[src/rtl/cpu_step_sequencer.sv]
// Multi-cycle step sequencer for the 16-bit CPU core: instruction/flag/PC strobes and loader arbitration.
// Optional instruction-limit watchdog is built when CPU_STEP_WATCHDOG_EN is defined.
module cpu_step_sequencer #(
    parameter int unsigned      EXEC_CYC = 2,
    parameter int unsigned      CNT_W    = 16,
    parameter logic [CNT_W-1:0] MAX_INS  = CNT_W'(16'hFFFF)
) (
    input  logic             clk,
    input  logic             rst_n,
    input  logic             start,
    input  logic             run_mode,
    input  logic             step_btn,
    input  logic             done,
    input  logic             ext_req,
    input  logic [7:0]       ext_addr,
    input  logic [15:0]      ext_data,
    output logic             ext_ack,
    output logic             ext_mem_wen,
    output logic [7:0]       ext_mem_addr,
    output logic [15:0]      ext_mem_data,
    output logic             ins_en,
    output logic             flag_en,
    output logic             step,
    output logic             busy,
    output logic             halted,
    output logic             timeout,
    output logic [CNT_W-1:0] retired,
    output logic [2:0]       state
);

    localparam logic [2:0] S_IDLE  = 3'd0;
    localparam logic [2:0] S_LOAD  = 3'd1;
    localparam logic [2:0] S_FETCH = 3'd2;
    localparam logic [2:0] S_EXEC  = 3'd3;
    localparam logic [2:0] S_FLAG  = 3'd4;
    localparam logic [2:0] S_STEP  = 3'd5;
    localparam logic [2:0] S_PAUSE = 3'd6;
    localparam logic [2:0] S_HALT  = 3'd7;

    localparam logic [3:0] EXEC_LAST = 4'(EXEC_CYC - 1);

    logic [2:0]       state_q, state_d;
    logic [3:0]       exec_cnt_q, exec_cnt_d;
    logic [CNT_W-1:0] retired_q, retired_d;
    logic [CNT_W-1:0] retired_inc;
    logic             step_btn_q;
    logic             btn_rise;

`ifdef CPU_STEP_WATCHDOG_EN
    logic timeout_q, timeout_d;
`else
    logic unused_max_ins;
    assign unused_max_ins = ^MAX_INS;
`endif

    assign btn_rise    = step_btn & ~step_btn_q;
    assign retired_inc = (retired_q == '1) ? retired_q : retired_q + 1'b1;

    always_comb begin
        state_d    = state_q;
        exec_cnt_d = exec_cnt_q;
        retired_d  = retired_q;
`ifdef CPU_STEP_WATCHDOG_EN
        timeout_d  = timeout_q;
`endif
        case (state_q)
            S_IDLE: begin
                if (ext_req) begin
                    state_d = S_LOAD;
                end else if (start) begin
                    state_d = S_FETCH;
                end
            end
            S_LOAD: state_d = S_IDLE;
            S_FETCH: begin
                state_d    = S_EXEC;
                exec_cnt_d = '0;
            end
            S_EXEC: begin
                exec_cnt_d = exec_cnt_q + 4'd1;
                if (exec_cnt_q == EXEC_LAST) begin
                    state_d = S_FLAG;
                end
            end
            S_FLAG: state_d = done ? S_HALT : S_STEP;
            S_STEP: begin
                retired_d = retired_inc;
                state_d   = run_mode ? S_FETCH : S_PAUSE;
`ifdef CPU_STEP_WATCHDOG_EN
                if (retired_inc == MAX_INS) begin
                    state_d   = S_HALT;
                    timeout_d = 1'b1;
                end
`endif
            end
            // ext_req is deliberately ignored here: the core still owns memory while paused
            S_PAUSE: begin
                if (btn_rise || run_mode) begin
                    state_d = S_FETCH;
                end
            end
            S_HALT: begin
                if (ext_req || start) begin
                    state_d   = ext_req ? S_LOAD : S_IDLE;
                    retired_d = '0;
`ifdef CPU_STEP_WATCHDOG_EN
                    timeout_d = 1'b0;
`endif
                end
            end
            default: state_d = S_IDLE;
        endcase
    end

    always_ff @(posedge clk or negedge rst_n) begin
        if (!rst_n) begin
            state_q      <= S_IDLE;
            exec_cnt_q   <= '0;
            retired_q    <= '0;
            step_btn_q   <= 1'b0;
            ext_mem_addr <= '0;
            ext_mem_data <= '0;
        end else begin
            state_q    <= state_d;
            exec_cnt_q <= exec_cnt_d;
            retired_q  <= retired_d;
            step_btn_q <= step_btn;
            if (state_d == S_LOAD) begin
                ext_mem_addr <= ext_addr;
                ext_mem_data <= ext_data;
            end
        end
    end

`ifdef CPU_STEP_WATCHDOG_EN
    always_ff @(posedge clk or negedge rst_n) begin
        if (!rst_n) begin
            timeout_q <= 1'b0;
        end else begin
            timeout_q <= timeout_d;
        end
    end
    assign timeout = timeout_q;
`else
    assign timeout = 1'b0;
`endif

    // Strobes are flops decoded from the next state, so they line up with state_q exactly.
    always_ff @(posedge clk or negedge rst_n) begin
        if (!rst_n) begin
            ins_en      <= 1'b0;
            flag_en     <= 1'b0;
            step        <= 1'b0;
            ext_mem_wen <= 1'b0;
            ext_ack     <= 1'b0;
            busy        <= 1'b0;
            halted      <= 1'b0;
        end else begin
            ins_en      <= (state_d == S_FETCH);
            flag_en     <= (state_d == S_FLAG);
            step        <= (state_d == S_STEP);
            ext_mem_wen <= (state_d == S_LOAD);
            ext_ack     <= (state_d == S_LOAD);
            busy        <= (state_d inside {S_FETCH, S_EXEC, S_FLAG, S_STEP, S_PAUSE});
            halted      <= (state_d == S_HALT);
        end
    end

    assign state   = state_q;
    assign retired = retired_q;

endmodule

[config.mk]
export PLATFORM = sky130hd
export DESIGN_NAME = cpu_step_sequencer
export DESIGN_NICKNAME = d
export VERILOG_FILES = /design/src/rtl/cpu_step_sequencer.sv
export SDC_FILE = /design/constraint.sdc
export NUM_CORES = 1
export LEC_CHECK = 0
export BUFFER_PORTS_ARGS = -buffer_cell sky130_fd_sc_hd__buf_2
export CORE_MARGIN = 3
export CORE_UTILIZATION = 50
export DETAILED_ROUTE_END_ITERATION = 8
export GPL_TIMING_DRIVEN = 1
export PLACE_DENSITY = 0.78
export SYNTH_ARGS = -nofsm -noshare
export SYNTH_HDL_FRONTEND = slang
export SYNTH_SLANG_ARGS = --single-unit
[constraint.sdc]
create_clock -name clk -period 4.9 [get_ports clk]
set_input_delay 0 -clock clk [delete_from_list [all_inputs] [get_ports clk]]
set_output_delay 0 -clock clk [all_outputs]
set_load 0.005 [all_outputs]
Word-level counts from Yosys, hierarchy flattened
Cells that the tools add are included.
{"block": "word_totals", "regBits": 54, "latch_bits": 0, "mem_bits_rw": 0, "romBits": 0, "memories": 0}
{"block": "classes", "add_sub_neg": 2, "n_mul": 0, "div": 0, "n_lt_le_gt_ge": 0, "eq_ne": 18, "shift": 0, "n_mux": 13, "bitwise_logic": 2, "n_reduce_logical": 7}
{"operator": "$mux 16", "n": 2}
{"operator": "$pmux 16 s2", "n": 1}
{"operator": "$eq 3x3->1 const B", "n": 8}
{"operator": "$pmux 3 s8", "n": 1}
{"operator": "$mux 3", "n": 6}
{"operator": "$add 16x1->16 const B", "n": 1}
{"operator": "$eq 16x16->1 const B", "n": 1}
{"operator": "$eq 3x2->1 const B", "n": 4}
{"operator": "$pmux 4 s2", "n": 1}
{"operator": "$eq 3x1->1 const B", "n": 2}
{"operator": "$reduce_bool 5->1", "n": 1}
{"operator": "$add 4x1->4 const B", "n": 1}
{"operator": "$eq 4x1->1 const B", "n": 1}
{"operator": "$ne 2x2->1 const B", "n": 2}
{"operator": "$reduce_bool 2->1", "n": 2}
{"operator": "$logic_not 3->1", "n": 1}
{"operator": "$reduce_and 3->1", "n": 1}
{"operator": "$logic_or 1x1->1", "n": 2}
{"operator": "$mux 2", "n": 1}
{"operator": "$and 1x1->1", "n": 1}
{"operator": "$mux 1", "n": 1}
{"operator": "$not 1->1", "n": 1}

Logic depth before layout (Yosys ltp)
Gate-level depths: netlist of run 1.
{"block": "depth", "ltp_word": 7, "mapped_depth": 8, "mapped_depth_nobuf": 7}

Worst setup path before layout of run 1
OpenSTA, ideal clock, no wires.
{"block": "synth_path", "path_type": "flip-flop to flip-flop", "startpoint": "register exec_cnt_q[1]", "endpoint": "register ext_mem_addr[2]", "setup_time_ns": 0.125, "t_arrival_ns": 1.836, "t_required_ns": 4.775, "setup_slack_ns": 2.938, "path_stages_with_launch": 9, "synth_period_minus_slack_ns": 1.962, "path_cell_list": "dfrtp_1 > inv_1 > ha_1 > or4b_4 > nand2_2 > a211oi_4 > o211ai_4 > buf_12 > mux2_4"}
{"block": "synth_between", "elab_chain_len": 4}
{"element": "from (decl)", "line_no": "43", "text": "logic [3:0] exec_cnt_q, exec_cnt_d;"}
{"element": "from (signal assigned)", "line_no": "125", "text": "exec_cnt_q <= exec_cnt_d;"}
{"element": "$eq 4x1->1", "line_no": "81", "text": "if (exec_cnt_q == EXEC_LAST) begin"}
{"element": "$mux 3", "line_no": "81"}
{"element": "$pmux 3 s8", "line_no": "66", "text": "case (state_q)"}
{"element": "named net state_d[0]", "line_no": "42", "text": "logic [2:0] state_q, state_d;"}
{"element": "$eq 3x1->1", "line_no": "128", "text": "if (state_d == S_LOAD) begin"}
{"element": "to (signal assigned)", "line_no": "129", "text": "ext_mem_addr <= ext_addr;"}
{"element": "to (decl)", "line_no": "19", "text": "output logic [7:0] ext_mem_addr,"}
The timed path passes the listed nets, and every way through them passes these cells.
A chain may end at the register's enable or synchronous reset.

Worst setup path after layout of run 1
{"block": "layout_path", "startpoint": "register state_q[0] (netlist: state[0])", "endpoint": "register ext_mem_data[0]"}
{"block": "layout_between", "elab_chain_len": 4, "elab_cells_between_ends": 15}
{"element": "from (decl)", "line_no": "42"}
{"element": "from (signal assigned)", "line_no": "124", "text": "state_q <= state_d;"}
{"element": "$mux 3", "line_no": "70", "text": "end else if (start) begin"}
{"element": "$mux 3", "line_no": "68", "text": "if (ext_req) begin"}
{"element": "$pmux 3 s8 *", "line_no": "66"}
{"element": "$eq 3x1->1 *", "line_no": "128"}
{"element": "to (signal assigned)", "line_no": "130", "text": "ext_mem_data <= ext_data;"}
{"element": "to (decl)", "line_no": "20", "text": "output logic [15:0] ext_mem_data,"}
Every way passes the cells marked *; elsewhere a longest branch is shown, timed or not.

==> flow_summary_export.csv, run 1 <==
group,metric,value,unit
die,core,4942,um^2
flow_run,cap_violations,0,
timing,layout_min_cycle_time,2.896,ns
layout,layout_common_cells,"80 x buf_2, 54 x dfrtp_1, 27 x dlygate4sd3_1, 19 x mux2_4, 15 x nor2_1",
synth,syn_area,2670,um^2
worst_setup_path,endpoint_kind,"flip-flop",
timing,finalSetupTns,0,ns
worst_setup_path,cp-start-kind,"flip-flop",
clocking,numClockSinks,54,
route,drt-pass1-iter-count,4,
die,die_area,6253,um^2
synth,ys_types,52,
layout,syn_to_final_growth,27.69,%
clocking,htree_levels,2,
layout,final_area,3410,um^2
outcome,status,"completed",
timing,skew,0.008157,ns
timing,rsz0062_at_grt,"no",
placed_design,placed_cell_area,3038,um^2
clocking,cts_root_buffer,"clkbuf_8",
timing,hold_violations,0,
global_route,antenna_found_initial,0,
timing,tightest_slew,1.045,ns
route,drt_wl_total,5844,um
global_route,grt-ovfl-total,0,
synth,yosysWarnings,0,
synth,synth-edff-count,0,
worst_setup_path,timing_worst_setup_path_type,"reg2reg",
die,start_util,0.5403,
worst_setup_path,critical_path_required,5.10,ns
route,antenna_left,0,
synth,syn_nets,254,
timing,slew_headroom,0.3000,
pwr,power_density,524.7,nW/um^2
synth,synth_ff_type,"dfrtp_1",
clocking,clock_latency,0.30,ns
timing,min_period_over_period,0.5910,
placed_design,routabilityCongestion,0.8198,
clocking,postCtsSetupBuffers,0,
layout,nNetsFinal,356,
timing,slew_viol_final,0,
global_route,track_usage,0.1935,
die,die_y,79.08,um
layout,final_common_cell,"buf_2",
die,io_pins,82,
layout,drive_gt1_frac,0.4025,
layout,n_fill_cell,408,
clocking,tritoncts,"built",
min_path,worstHoldPathType,"in2reg",
die,die_w,79.08,um
worst_setup_path,crit_fanout,25,
clocking,clock_path_buffers,2,
pwr,p_leak,1.694,nW
route,dr_total_vias,2010,
clocking,cts_buffers,5,
pwr,peakVddDrop,0.3172,mV
timing,fmaxAchievable,345.3,MHz
global_route,grt_pass1_wl,9625,um
route,routed_via_density,5.141,
clocking,clkSlewWorstSetupHoldPaths,0.10,ns
clocking,cts_resized,0,
synth,synthArstFlopShare,1.000,
route,wl_per_cell,14.95,um
global_route,grt_max_degree,55,
placed_design,dp_hpwl,3868,um
synth,ys_seq_elements,54,
worst_setup_path,crit_arrival,3.09,ns
synth,ys_seq_area_frac,0.5061,
synth,syn_avg_cell_area,12.14,um^2
placed_design,port_buffers,80,
die,row_count,25,
clocking,cts_hold_buf,27,
synth,postSynthCellCount,220,
timing,setup_viol,0,
global_route,grt_pass1_vias,2004,
route,drt_drc_violations_left,0,
route,dr.first_iter.drc_count,97,
worst max-delay path: stages, from the launching register on:
cell and delay [ns]:
dfrtp_1 0.78, nand3_1 0.21, nor2_1 0.83, o211ai_4 0.51
mux2_4 0.45
through the flow:
| stage | power [mW] | hold slack (ns) | setup slack [ns] | utilization | cells |
|---|---|---|---|---|---|
| after CTS | 1.800 | 0.1483 | 1.968 | 0.6894 | 390 |
| final | 1.789 | 0.1396 | 2.004 | 0.6899 | 391 |
| after detailed placement | 1.518 | 0.1240 | 2.013 | 0.6147 | 355 |
| after floorplan | 1.317 | -0.2956 | 2.938 | - | 220 |
| after global placement | 1.489 | 0.1225 | 2.121 | 0.6147 | 355 |
| after global routing | 1.911 | 0.1766 | 1.697 | 0.6894 | 390 |
registers in the layout, indices dropped and copies added, names as in the netlist:
register / flops
ext_mem_data: 16
retired: 16
ext_mem_addr: 8
exec_cnt_q: 4
state: 3
busy: 1
ext_mem_wen: 1
flag_en: 1
halted: 1
ins_en: 1
step: 1
step_btn_q: 1
cell usage after synthesis, types with 4 or more instances:
library cell | count | area, um^2
dfrtp_1 | 54 | 1351
mux2_4 | 19 | 285.3
nor2_1 | 15 | 56.30
nand2_1 | 12 | 45.04
nor3_1 | 9 | 45.04
nand3_1 | 8 | 40.04
o21ai_0 | 8 | 40.04
mux2_2 | 6 | 67.56
nor4_1 | 6 | 37.54
inv_1 | 5 | 18.77
xnor2_1 | 5 | 43.79
a21oi_1 | 4 | 20.02
buf_6 | 4 | 45.04
xor2_1 | 4 | 35.03
final cells by class:
cell class | instances | area (um^2) | share of cell area
Timing Repair Buffer | 108 | 678.2 | 0.1989
Clock buffer | 6 | 82.58 | 0.02422
Multi-Input combinational cell | 148 | 1176 | 0.3450
Sequential cell | 54 | 1351 | 0.3963
Inverter | 5 | 18.77 | 0.005505
Antenna cell | 1 | 2.502 | 0.0007339
Tap cell | 67 | 83.83 | 0.02459
Clock inverter | 2 | 16.27 | 0.004771
report_power, final:
| part | total (mW) | internal (mW) | switching (mW) |
|---|---|---|---|
| clock | 0.265 | 0.117 | 0.149 |
| sequential | 0.778 | 0.615 | 0.164 |
| combinational | 0.745 | 0.444 | 0.301 |
per-layer routing:
metal / track usage / share of wire / vias to the layer above / wire, um
met5: 0 / 0 / - / 0
met4: 0.05842 / 0.012 / 0 / 72
met3: 0.04082 / 0.040 / 9 / 235
met2: 0.3291 / 0.53 / 47 / 3109
met1: 0.2480 / 0.42 / 974 / 2426
li1: - / - / 980 / -
worst paths after layout:
check	from	slack, ns	to	depth (start not counted)
min reg2reg	ext_mem_data[13]	0.52	ext_mem_data[13]	1
min	start	0.14	halted	4
max reg2reg	state[0]	2.00	ext_mem_data[0]	4
max in group asynchronous	rst_n	4.11	retired[0]	3
min in group asynchronous	rst_n	0.35	retired[1]	3
max	state[0]	2.00	ext_mem_data[0]	4
logic make-up after synthesis:
logic type | after synthesis | synth area share
compound gates | 31 | 0.09701
xor+xnor | 9 | 0.02952
fa+ha+maj | 3 | 0.01406
buf+inv | 18 | 0.05342
flops | 54 | 0.5061
mux | 25 | 0.1321
other cells | 1 | 0.001404
simple gates | 79 | 0.1664
(Power assumes the default switching activity.)
==> run 2, diff against run 1 <==
Settings changed: CORE_UTILIZATION 50 to 46, PLACE_DENSITY 0.78 to 0.76.
Clock period 4.9 ns to 2.5 ns, I/O delays scaled along.
==> run 2 against run 1 <==
Combinational power grew 110%. Routed wire length grew 2.3%. Critical endpoint is now ext_mem_addr[0]. Via count rose by 2.5%. Clock power up 130%. Highest routed layer unchanged. Final area is 2.1% higher. Global-route usage fell by 0.79 points.
==> flow_summary_export.csv, run 2 (synthesized netlist as in run 1, its figures left out) <==
group,metric,value,unit
layout,fin_cells,400,
timing,setup_viol,0,
route,dr.first_iter.drc_count,59,
worst_setup_path,crit_arrival,2.45,ns
worst_setup_path,cp_top_family,"flip-flops",
die,die_w,82.19,um
layout,fin_util,0.6245,
clocking,clock_latency,0.31,ns
placed_design,dpl.cell_count,365,
worst_setup_path,cpPeakStageDelay,0.55,ns
timing,slew_viol_final,0,
timing,rsz0062_at_grt,"no",
placed_design,dp_hpwl,3844,um
global_route,grt-ovfl-total,0,
worst_setup_path,crit_chain,"buf_4 -> nor4b_1 -> nor3_2 -> o211ai_4 -> buf_12 -> mux2_2",
placed_design,pre_cts_ws,0.2619,ns
route,drt_wl_total,5981,um
worst_setup_path,crit_buf_inv,2,
worst_setup_path,crit_fanout,25,
min_path,worstHoldPathType,"in2reg",
route,routed_via_density,5.153,
placed_design,port_buffers,80,
pwr,power_density,1043,nW/um^2
flow_run,cap_violations,0,
timing,skew,0.01349,ns
timing,hold_violations,0,
clocking,clkSlewWorstSetupHoldPaths,0.11,ns
global_route,grt_pass1_wl,9770,um
timing,min_period_over_period,0.9028,
worst_setup_path,slowest_stage,"dfrtp_1",
die,start_util,0.4790,
clocking,tritoncts,"built",
clocking,numClockSinks,54,
layout,layout_common_cells,"80 x buf_2, 54 x dfrtp_1, 27 x dlygate4sd3_1, 19 x mux2_4, 15 x nor2_1",
outcome,status,"completed",
layout,syn_to_final_growth,30.37,%
global_route,track_usage,0.1856,
worst_setup_path,critical_path_required,2.70,ns
die,row_count,27,
timing,layout_min_cycle_time,2.257,ns
timing,fmaxAchievable,443.0,MHz
timing,tightest_slew,0.6252,ns
pwr,p_leak,1.736,nW
layout,final_common_cell,"buf_2",
timing,finalSetupTns,0,ns
worst_setup_path,timing_worst_setup_path_type,"reg2reg",
pwr,peakVddDrop,0.4823,mV
layout,drive_gt1_frac,0.4116,
route,wl_per_cell,14.95,um
clocking,cts_buffers,5,
die,io_pins,82,
timing,worst_hold_slack,0.09914,ns
route,drt_drc_violations_left,0,
layout,antenna_cells,0,
die,die_area,6754,um^2
global_route,grt_pass1_vias,2060,
worst_setup_path,endpoint_kind,"flip-flop",
worst_setup_path,cp-start-kind,"flip-flop",
placed_design,routabilityCongestion,0.8090,
die,core,5574,um^2
route,drt-pass1-iter-count,4,
global_route,antenna_found_initial,0,
timing,setup_slack,0.2429,ns
clocking,htree_levels,2,
layout,nNetsFinal,361,
die,die_y,82.19,um
route,antenna_left,0,
route,dr_total_vias,2061,
clocking,clock_path_buffers,2,
timing,slew_headroom,0.5832,
global_route,grt_max_degree,29,
clocking,cts_root_buffer,"clkbuf_8",
run 2: cell count changes in the layout (fill, tap and decap cells not counted):
cell and delta:
clkinvlp_4 -1, clkinv_4 +1, buf_4 +4, buf_12 +1, clkbuf_8 -1, bufinv_16 +1, diode_2 -1
run 2: path summary, 6_finish.rpt:
| kind | end | slack [ns] | cells after the start | start |
|---|---|---|---|---|
| setup / recovery | ext_mem_addr[0] | 0.24 | 6 | state[0] |
| hold reg to reg | ext_mem_addr[1] | 0.51 | 1 | ext_mem_addr[1] |
| max in group asynchronous | ext_mem_addr[0] | 1.48 | 3 | rst_n |
| hold / removal | halted | 0.1 | 4 | start |
| setup reg to reg | ext_mem_addr[0] | 0.24 | 6 | state[0] |
| min in group asynchronous | retired[4] | 0.22 | 2 | rst_n |
run 2: cell type report:
| type | count | area [um^2] |
|---|---|---|
| fillers | 446 | 2093 |
| clock inverters | 3 | 47.55 |
| clock buffers | 5 | 68.82 |
| flip-flops and latches | 54 | 1351 |
| multi-input cells | 148 | 1176 |
| well taps | 72 | 90.09 |
| repair buffers | 113 | 728.2 |
| inverters | 5 | 18.77 |
run 2: per-stage QoR:
step	total power [mW]	instance area, um^2
after floorplan	2.582	2670
after global placement	2.954	3094
after detailed placement	3.003	3094
after CTS	3.656	3481
after global routing	3.894	3481
final	3.631	3481
run 2: per-layer routing:
layer  global-route usage  vias up  wire length (um)
met5                    0        -                 0
met4              0.04319        0                48
met3              0.04121        6               364
met2               0.3029       68              2849
met1               0.2519      992              2717
li1                     -      995                 -
run 2: what timing repair did:
| item | in CTS | in global routing |
|---|---|---|
| buffers inserted | 0 | 0 |
| hold buffers | 27 | 0 |
| endpoints found under the hold margin | 53 | 0 |
| resized for setup | 0 | 0 |
| endpoints found under the setup margin | 0 | 0 |
run 2: power by group:
part           switching (mW)  leakage [nW]  total [mW]  internal (mW)
Sequential              0.287         0.679        1.49           1.21
Clock                   0.301        0.0587       0.605          0.304
Combinational           0.627         0.998        1.53          0.905
Total                    1.22          1.74        3.63           2.42
run 2: worst min-delay path, delay by kind of cell:
| family | cells | cell delay [ns] |
|---|---|---|
| buffers and inverters | 1 | 0.12 |
| AND/OR/NAND/NOR | 2 | 0.14 |
| AO/OA/AOI/OAI | 1 | 0.11 |
